--- config.mk ---
export PLATFORM = sky130hd
export DESIGN_NAME = des_round_engine
export DESIGN_NICKNAME = d
export VERILOG_FILES = /design/src/rtl/des_pkg.sv /design/src/rtl/des_round_engine_f.sv /design/src/rtl/des_round_engine.sv
export SDC_FILE = /design/constraint.sdc
export NUM_CORES = 1
export LEC_CHECK = 0
export CORE_MARGIN = 2
export CORE_UTILIZATION = 45
export DETAILED_ROUTE_END_ITERATION = 10
export PLACE_DENSITY = 0.66
export SETUP_SLACK_MARGIN = 0.3
export SLEW_MARGIN = 10
export SYNTH_ARGS = -nofsm -noshare
export SYNTH_HDL_FRONTEND = slang
export SYNTH_SLANG_ARGS = --single-unit
export TNS_END_PERCENT = 30
--- constraint.sdc ---
create_clock -name clk -period 9.56 [get_ports clk]
set_clock_uncertainty 0.15 [all_clocks]
set_input_delay 1.912 -clock clk [delete_from_list [all_inputs] [get_ports clk]]
set_output_delay 1.912 -clock clk [all_outputs]
set_load 0.01 [all_outputs]
--- src/rtl/des_pkg.sv ---
// des_pkg: shared types and constant tables for the iterative DES round engine.
// Contents: FSM state enum, key-shift schedule, PC-2 / E / P index tables
// (1-based DES numbering, bit 1 = MSB), width constants and 28-bit rotate
// helpers.
package des_pkg;

    localparam int BLOCK_W  = 64;
    localparam int HALF_W   = 32;
    localparam int CD_W     = 56;
    localparam int SUBKEY_W = 48;

    typedef enum logic [1:0] {
        IDLE  = 2'd0,
        ROUND = 2'd1,
        DONE  = 2'd2
    } state_t;

    localparam int SHIFT_SCHED [1:16] = '{1, 1, 2, 2, 2, 2, 2, 2, 1, 2, 2, 2, 2, 2, 2, 1};

    localparam int PC2_TBL [1:48] = '{
        14, 17, 11, 24,  1,  5,  3, 28, 15,  6, 21, 10,
        23, 19, 12,  4, 26,  8, 16,  7, 27, 20, 13,  2,
        41, 52, 31, 37, 47, 55, 30, 40, 51, 45, 33, 48,
        44, 49, 39, 56, 34, 53, 46, 42, 50, 36, 29, 32};

    localparam int E_TBL [1:48] = '{
        32,  1,  2,  3,  4,  5,  4,  5,  6,  7,  8,  9,
         8,  9, 10, 11, 12, 13, 12, 13, 14, 15, 16, 17,
        16, 17, 18, 19, 20, 21, 20, 21, 22, 23, 24, 25,
        24, 25, 26, 27, 28, 29, 28, 29, 30, 31, 32,  1};

    localparam int P_TBL [1:32] = '{
        16,  7, 20, 21, 29, 12, 28, 17,  1, 15, 23, 26,  5, 18, 31, 10,
         2,  8, 24, 14, 32, 27,  3,  9, 19, 13, 30,  6, 22, 11,  4, 25};

    // Shift amount for a 1-based round index; anything out of range rotates by 0.
    function automatic logic [1:0] shift_amt(input logic [4:0] idx);
        if (idx >= 5'd1 && idx <= 5'd16) return 2'(SHIFT_SCHED[int'(idx)]);
        return 2'd0;
    endfunction

    function automatic logic [27:0] rotl28(input logic [27:0] v, input logic [1:0] s);
        case (s)
            2'd1:    return {v[26:0], v[27]};
            2'd2:    return {v[25:0], v[27:26]};
            default: return v;
        endcase
    endfunction

    function automatic logic [27:0] rotr28(input logic [27:0] v, input logic [1:0] s);
        case (s)
            2'd1:    return {v[0], v[27:1]};
            2'd2:    return {v[1:0], v[27:2]};
            default: return v;
        endcase
    endfunction

endpackage

--- src/rtl/des_round_engine_f.sv ---
// des_f_function: combinational DES round function f = P(S(E(r) ^ k)).
// Ports: r [32:1] right half, k [48:1] round subkey, f [32:1] result.
// All vectors use DES numbering: DES bit i lives at index (width + 1 - i).
module des_f_function
    import des_pkg::*;
(
    input  logic [32:1] r,
    input  logic [48:1] k,
    output logic [32:1] f
);

    // Each S-box is 64 nibbles, row-major (row 0 col 0 in the top nibble).
    localparam logic [255:0] SBOX [1:8] = '{
        256'hE4D12FB83A6C5907_0F74E2D1A6CB9538_41E8D62BFC973A50_FC8249175B3EA06D,
        256'hF18E6B34972DC05A_3D47F28EC01A69B5_0E7BA4D158C6932F_D8A13F42B67C05E9,
        256'hA09E63F51DC7B428_D709346A285ECBF1_D6498F30B12C5AE7_1AD069874FE3B52C,
        256'h7DE3069A1285BC4F_D8B56F03472C1AE9_A690CB7DF13E5284_3F06A1D8945BC72E,
        256'h2C417AB6853FD0E9_EB2C47D150FA3986_421BAD78F9C5630E_B8C71E2D6F09A453,
        256'hC1AF92680D34E75B_AF427C9561DE0B38_9EF528C3704A1DB6_432C95FABE17608D,
        256'h4B2EF08D3C975A61_D0B7491AE35C2F86_14BDC37EAF680592_6BD814A7950FE23C,
        256'hD2846FB1A93E50C7_1FD8A374C56B0E92_7B419CE206ADF358_21E74A8DFC90356B};

    logic [48:1] e;
    logic [48:1] x;
    logic [32:1] s;

    for (genvar i = 1; i <= 48; i++) begin : g_e
        assign e[49-i] = r[33-E_TBL[i]];
    end

    assign x = e ^ k;

    for (genvar j = 1; j <= 8; j++) begin : g_sbox
        logic [5:0]   chunk;
        logic [5:0]   idx;
        logic [255:0] sel;
        assign chunk = x[54-6*j -: 6];
        // Outer bits pick the row, inner four bits pick the column.
        assign idx   = {chunk[5], chunk[0], chunk[4:1]};
        assign sel   = SBOX[j] << {idx, 2'b00};
        assign s[36-4*j -: 4] = sel[255:252];
    end

    for (genvar i = 1; i <= 32; i++) begin : g_p
        assign f[33-i] = s[33-P_TBL[i]];
    end

endmodule

--- src/rtl/des_round_engine.sv ---
// des_round_engine: iterative DES Feistel core, one round per clock.
// Ports: clk, rst (async, active-high); in_valid/in_ready/in_block/key_cd/decrypt
// accept a post-IP block and post-PC-1 key; out_valid/out_ready/out_block return
// the pre-output {R16, L16}; busy is high while rounds are running.
// Subkeys are generated on the fly: encrypt rotates left ahead of PC-2,
// decrypt rotates right (round 1 uses C0D0 unrotated, as C16D16 = C0D0).
module des_round_engine
    import des_pkg::*;
#(
    parameter int NUM_ROUNDS = 16
) (
    input  logic        clk,
    input  logic        rst,
    input  logic        in_valid,
    output logic        in_ready,
    input  logic [64:1] in_block,
    input  logic [56:1] key_cd,
    input  logic        decrypt,
    output logic        out_valid,
    input  logic        out_ready,
    output logic [64:1] out_block,
    output logic        busy
);

    state_t      state, state_next;
    logic [32:1] half_l, half_r;
    logic [56:1] cd;
    logic [4:0]  round;
    logic        mode;
    logic [1:0]  shift;
    logic [28:1] c_rot, d_rot;
    logic [56:1] cd_rot;
    logic [48:1] subkey;
    logic [32:1] f_out;
    logic        accept;
    logic        last_round;

    assign accept     = (state == IDLE) && in_valid && in_ready;
    assign last_round = (round == 5'(NUM_ROUNDS));
    assign busy       = (state == ROUND);

    // Key schedule: rotate this round's CD, then PC-2 in the same cycle.
    always_comb begin
        if (mode) begin
            shift = (round == 5'd1) ? 2'd0 : shift_amt(5'd18 - round);
            c_rot = rotr28(cd[56:29], shift);
            d_rot = rotr28(cd[28:1], shift);
        end else begin
            shift = shift_amt(round);
            c_rot = rotl28(cd[56:29], shift);
            d_rot = rotl28(cd[28:1], shift);
        end
    end

    assign cd_rot = {c_rot, d_rot};

    for (genvar i = 1; i <= 48; i++) begin : g_pc2
        assign subkey[49-i] = cd_rot[57-PC2_TBL[i]];
    end

    des_f_function u_f (
        .r (half_r),
        .k (subkey),
        .f (f_out)
    );

    always_ff @(posedge clk or posedge rst) begin
        if (rst) state <= IDLE;
        else     state <= state_next;
    end

    always_comb begin
        state_next = state;
        case (state)
            IDLE:    if (accept) state_next = ROUND;
            ROUND:   if (last_round) state_next = DONE;
            DONE:    if (out_valid && out_ready) state_next = IDLE;
            default: state_next = IDLE;
        endcase
    end

    always_ff @(posedge clk or posedge rst) begin
        if (rst) begin
            in_ready  <= 1'b0;
            out_valid <= 1'b0;
            out_block <= '0;
            half_l    <= '0;
            half_r    <= '0;
            cd        <= '0;
            round     <= '0;
            mode      <= 1'b0;
        end else begin
            // Handshake flags follow the state being entered, so in_ready is
            // low throughout DONE and an accept cannot overlap the release.
            in_ready  <= (state_next == IDLE);
            out_valid <= (state_next == DONE);
            case (state)
                IDLE: if (accept) begin
                    half_l <= in_block[64:33];
                    half_r <= in_block[32:1];
                    cd     <= key_cd;
                    mode   <= decrypt;
                    round  <= 5'd1;
                end
                ROUND: begin
                    half_l <= half_r;
                    half_r <= half_l ^ f_out;
                    cd     <= cd_rot;
                    round  <= round + 5'd1;
                    // Final swap: pre-output is {R16, L16}.
                    if (last_round) out_block <= {half_l ^ f_out, half_r};
                end
                default: ;
            endcase
        end
    end

endmodule

Word level (Yosys, flattened, before mapping)
Memories as Yosys holds them, arrays and structs flattened. Cells that the tools add are included. Widths: inputs -> output; s select.

Register bits after elaboration: 194. Memory bits (read-only): 2048. Input bits: 125. Output and inout bits: 67. Word-level logic and storage cells: 89. Memories: 2.

Add/sub/neg operators: 2. Magnitude comparators: 6. Equality and inequality tests: 12. Shift operators: 8. Multiplexer cells: 33. Bitwise logic cells: 4. Reduce and logical (&&, ||, !) cells: 12.

Memory list: (name not given) (depth 32, width 32, read ports 1, clocked after memory_dff 0, write ports 0, RTL line des_pkg.sv:38) `if (idx >= 5'd1 && idx <= 5'd16) return 2'(SHIFT_SCHED[int'(idx)]);`; (name not given) (depth 32, width 32, read ports 1, clocked after memory_dff 0, write ports 0, RTL line des_pkg.sv:38).

Operators by type and width (count): $shl 256x8->256 const A (5); $shl 255x8->256 const A (2); $shl 254x8->256 const A (1); $pmux 28 s2 (4); $pmux 32 s2 (2); $pmux 56 s2 (1); $ge 32x6->1 const B (2); $mux 32 (2); $not 5->32 (2); $mux 28 (2); $mux 56 (1); $xor 48x48->48 (1); $xor 32x32->32 (1); $mux 2 (14); $ge 5x1->1 const B (2); $le 5x5->1 const B (2); $pmux 5 s2 (1); $eq 2x2->1 const B (4); $eq 2x1->1 const B (3); $pmux 2 s3 (1); $reduce_and 2->1 (3); $add 5x1->5 const B (1); $eq 5x1->1 const B (1); $eq 5x5->1 const B (1); other kinds (10) (18).

Logic depth before layout (Yosys ltp)
Depth after elaboration: 16. Mapped depth: 25.

Modules after synthesis
From an unflattened synthesis, not the netlist that was laid out.

Cells, all modules: 1739. Area total of the unflattened synthesis: 15376.0 um^2.

Modules (own cells, without submodules): des_round_engine (times used 1, cells an instance 1035, area an instance 10087.2 um^2, sequential area each 4854.7 um^2); des_f_function (times used 1, cells an instance 704, area an instance 5288.8 um^2, sequential area each 0.0 um^2).

Least setup slack after synthesis
No wires, ideal clock.

Path kind: register to register. Start: reg round[0]. End: reg out_block[62] (netlist name). Setup time: 0.125 ns. Arrival: 4.873 ns. Slack: 4.412 ns. Cell stages (with the launch flop): 23. Path buffers: 3. Period minus slack after synthesis: 5.148 ns. Cells stage by stage: dfrtp_1 > ha_1 > inv_1 > ha_1 > nor2_1 > a21oi_1 > a311oi_1 > inv_1 > nor2_1 > ha_1 > mux2_4 > buf_6 > clkbuf_1 > a32oi_1 > o211ai_1 > ha_1 > clkbuf_1 > nor2_1 > nor3_1 > a21oi_1 > mux4_2 > xnor2_1 > mux2_2.

Longest elaborated chain between the ends: 15. Elaborated cells between the ends (all ways): 39. Those cells by class: 1 x add/sub; 4 x order compare; 6 x eq/ne; 1 x shift; 18 x mux; 4 x bitwise; 3 x reduce/logical; 2 x memory.

Ends and longest elaborated chain: start: declaration (RTL line des_round_engine.sv:28) `logic [4:0] round;`; start signal: assignment (RTL line des_round_engine.sv:109) `round <= round + 5'd1;`; $sub 5x5->5 (RTL line des_round_engine.sv:45) `shift = (round == 5'd1) ? 2'd0 : shift_amt(5'd18 - round);`; $not 5->32 (not written as such) (RTL line des_pkg.sv:38); $mem_v2 32x32; $mux 2 (not written as such) (2 in a row) (RTL line des_pkg.sv:38); $mux 2 (RTL line des_pkg.sv:38); $mux 2 (RTL line des_pkg.sv:39) `return 2'd0;`; $mux 2 (RTL line des_round_engine.sv:44) `if (mode) begin`; $mux 2 (RTL line des_round_engine.sv:45); $eq 2x2->1 or $eq 2x1->1 (tied branches) (RTL line des_pkg.sv:51) `case (s)`; $pmux 28 s2 (RTL line des_pkg.sv:51); $mux 28 (RTL line des_round_engine.sv:44); $xor 48x48->48 (RTL line des_round_engine_f.sv:31) `assign x = e ^ k;`; $shl 254x8->256 (RTL line des_round_engine_f.sv:40) `assign sel = SBOX[j] << {idx, 2'b00};`; $xor 32x32->32 (RTL line des_round_engine.sv:111) `if (last_round) out_block <= {half_l ^ f_out, half_r};`; end signal: assignment (RTL line des_round_engine.sv:111); end: declaration (RTL line des_round_engine.sv:21) `output logic [64:1] out_block,`.

Several ways; a longest one is shown, not always the timed one. The select of a mux whose other input is x is not followed. A chain may end at the register's enable or synchronous reset.

Final worst setup path
Start: reg round[0]. End: reg out_block[39] (netlist name).

Longest elaborated chain between the ends: 15. Elaborated cells between the ends (all ways): 39. Those cells by class: 1 x add/sub; 4 x order compare; 6 x eq/ne; 1 x shift; 18 x mux; 4 x bitwise; 3 x reduce/logical; 2 x memory.

Ends and longest elaborated chain (RTL line): $sub 5x5->5 (des_round_engine.sv:45); $not 5->32 (not written as such) (des_pkg.sv:38); $mem_v2 32x32; $mux 2 (not written as such) (2 in a row) (des_pkg.sv:38); $mux 2 (des_pkg.sv:38); $mux 2 (des_pkg.sv:39); $mux 2 (des_round_engine.sv:44); $mux 2 (des_round_engine.sv:45); $eq 2x2->1 or $eq 2x1->1 (tied branches) (des_pkg.sv:51); $pmux 28 s2 (des_pkg.sv:51); $mux 28 (des_round_engine.sv:44); $xor 48x48->48 (des_round_engine_f.sv:31); $shl 255x8->256 (des_round_engine_f.sv:40); $xor 32x32->32 (des_round_engine.sv:111).

Several ways; a longest one is shown, not always the timed one. The select of a mux whose other input is x is not followed.

==> results.sh <==
export IMPL_status="completed"
export IMPL_timing_hold_violations_final=0
export IMPL_clockRootBuffer="clkbuf_16"
export IMPL_drc_errors=0
export IMPL_rsz0062_at_grt="false"
export IMPL_synth_edf_count=0
export IMPL_drt_total_wl_um=61100
export IMPL_drv_slew=0
export IMPL_floorplan_rows=69
export IMPL_grt_pass1_vias=15700
export IMPL_insertion_delay_ns=0.48
export IMPL_required_ns=9.72
export IMPL_final_cell_mix="dfrtp_1, clkdlybuf4s50_1, nor2_1"
export IMPL_h_tree_depth=4
export IMPL_cts_buffer_depth=2
export IMPL_vias_per_cell=6.76
export IMPL_setup_viol=0
export IMPL_placed_area_um2=18400
export IMPL_die_w_um=195
export IMPL_synth_compound_area_share_pct=33.6
export IMPL_max_slew_margin_pct=24.7
export IMPL_grt_overflow_total=0
export IMPL_antenna_found_initial=1
export IMPL_crit_path_max_incr_delay_ns=0.82
export IMPL_startpoint_type="flip-flop"
export IMPL_crit_chain="ha_1, inv_1, ha_1, nor2_1, a21oi_1, a311oi_1, inv_1, nor2_1, ha_2, buf_4, a22oi_1, a22o_1, o211ai_1, inv_1, ha_1, inv_1, mux2i_1, nor2_1, a21oi_1, o311ai_0, xnor2_1, o21ai_0"
export IMPL_core_area_um2=35700
export IMPL_syn_inst=1971
export IMPL_yosysUniqueCellTypes=77
export IMPL_fmax_mhz=153
export IMPL_crit_type="flip-flop to flip-flop"
export IMPL_period_needed_ns=6.52
export IMPL_port_buffers=191
export IMPL_ios=192
export IMPL_cts_hold_buf=0
export IMPL_final_common_cell="dfrtp_1"
export IMPL_antennaDiodeCount=0
export IMPL_layout_drive_gt1_share_pct=7.77
export IMPL_max_slew_worst_pin_slew_ns=1.12
export IMPL_yosys_area_top_type="dfrtp_1"
export IMPL_syn_num_nets=2154
export IMPL_die_h_um=195
export IMPL_tns_ns=0
export IMPL_cts_tree="built"
export IMPL_seq_area_frac_synth_pct=29.6
export IMPL_cts_made_buffers=17
export IMPL_netlist_top_cells_area="dfrtp_1, a22oi_1, ha_1"
export IMPL_grt_max_degree=92
export IMPL_synth_top_family_by_area="compound AO/OA/AOI/OAI gates"
export IMPL_grt_use_total_pct=31.8
export IMPL_synth_ff_type="dfrtp_1"
export IMPL_synth_top_cell_area_share_pct=29.6
export IMPL_ys_async_sr_fraction_pct=100
export IMPL_avgSynthCellArea_um2=8.31
export IMPL_ctsResizeCount=0
export IMPL_cp_common_cell="inv_1"
export IMPL_vias=16900
export IMPL_cp_num_buf_inv=5
export IMPL_crit_path_max_fanout=29
export IMPL_synth_xor_area_share_pct=4.01
export IMPL_postCtsSetupBuffers=0
export IMPL_post_dp_hpwl_um=42300
export IMPL_fin_crit_sh_pct=68.2
export IMPL_grt_pass1_wl_um=94300
export IMPL_yosys_area_share_adder_pct=4.49
export IMPL_cap_violations=0
export IMPL_finalInstanceArea_um2=19000
export IMPL_cp_top_family="compound AO/OA/AOI/OAI gates"
export IMPL_ant_nets=0
export IMPL_endpoint_kind="flip-flop"
export IMPL_syn_cell_area_um2=16400
export IMPL_clk_pin_slew_worst_paths_ns=0.08
export IMPL_clock_sinks=194
export IMPL_synth_simple_gate_area_share_pct=14.9
export IMPL_post_drt_wl_per_cell_um=24.4
export IMPL_drt_iter0_drc=2315
export IMPL_cp_slowest_cell="o311ai_0"
export IMPL_ys_warn_count=0
export IMPL_worstPathArrival_ns=6.68
export IMPL_drt_first_pass_iters=6
export IMPL_die_area_um2=37900
export IMPL_area_delta_synth_final_pct=16.3
export IMPL_nets=2218
export IMPL_initial_core_util_pct=45.8
export IMPL_synth_seq_cells=194
export IMPL_place_gp_congestion=0.924
export IMPL_worst_hold_slack_ns=0.337
export IMPL_synthMuxAreaShare_pct=7.32
export IMPL_hold_class="flip-flop to flip-flop"
[state kept, by name (all words and copies together), names as in the netlist]
signal	cells
round	5
in_ready	1
state	2
half_l	32
out_valid	1
out_block	64
half_r	32
cd	56
mode	1
[stage by stage]
step                      instances  util, %  worst slack [ns]
after floorplan                1971        -              2.21
after global placement         2477     51.6              3.32
after detailed placement       2477     51.6              3.20
after CTS                      2508     53.3              3.19
after global routing           2508     53.3              2.62
final                          2508     53.3              3.04
[layout make-up]
class | count | area [um^2]
Tap cell | 461 | 577
Inverter | 61 | 236
Multi-Input combinational cell | 1534 | 10600
Fill cell | 3360 | 16700
Timing Repair Buffer | 227 | 2180
Sequential cell | 194 | 4850
Clock inverter | 14 | 165
Clock buffer | 17 | 425
[path summary, 6_finish.rpt]
path	startpoint	end	depth (start not counted)	slack, ns
hold reg to reg	out_block[34]	out_block[34]	2	0.34
setup / recovery	round[0]	out_block[39]	22	3.04
min in group asynchronous	rst	cd[28]	2	1.77
max in group asynchronous	rst	half_r[9]	3	6.24
hold / removal	out_block[34]	out_block[34]	2	0.34
setup reg to reg	round[0]	out_block[39]	22	3.04
[worst min-delay path, cell delays in order (launching register included)]
cell     delay (ns)
dfrtp_1        0.35
nand2_1        0.04
o21ai_0        0.06
[cell families after synthesis]
family	count (synthesis)
AOI/OAI and AO/OA	755
xor gates and xnor gates	71
adders and majority gates	59
buffers and inverters	243
DFF	194
muxes	102
and+or+nand+nor	547
[metal layers]
layer	GRT usage (%)	share of wire, %	wire length, um	up-vias
li1	-	-	-	7609
met1	47.7	45	27600	8272
met2	45.7	42	25900	962
met3	6.45	10	6090	103
met4	9.25	2.5	1540	0
met5	0	0	0	-
[cells in the mapped netlist (all sizes together) (34+ instances only)]
master  number
o22ai       35
a21oi       58
inv         59
xnor2       48
a32oi       36
mux2i       44
nand2      171
clkbuf     120
nor3        41
nand3       63
o211ai      51
a22oi      121
mux2        49
buf         62
a22o        54
a221o       34
nor2       176
nor2b       42
dfrtp      194
o21ai      146
ha          58
Power is not shown: default switching activity piles up to over one toggle a cycle in this logic, so the estimate is an artifact.
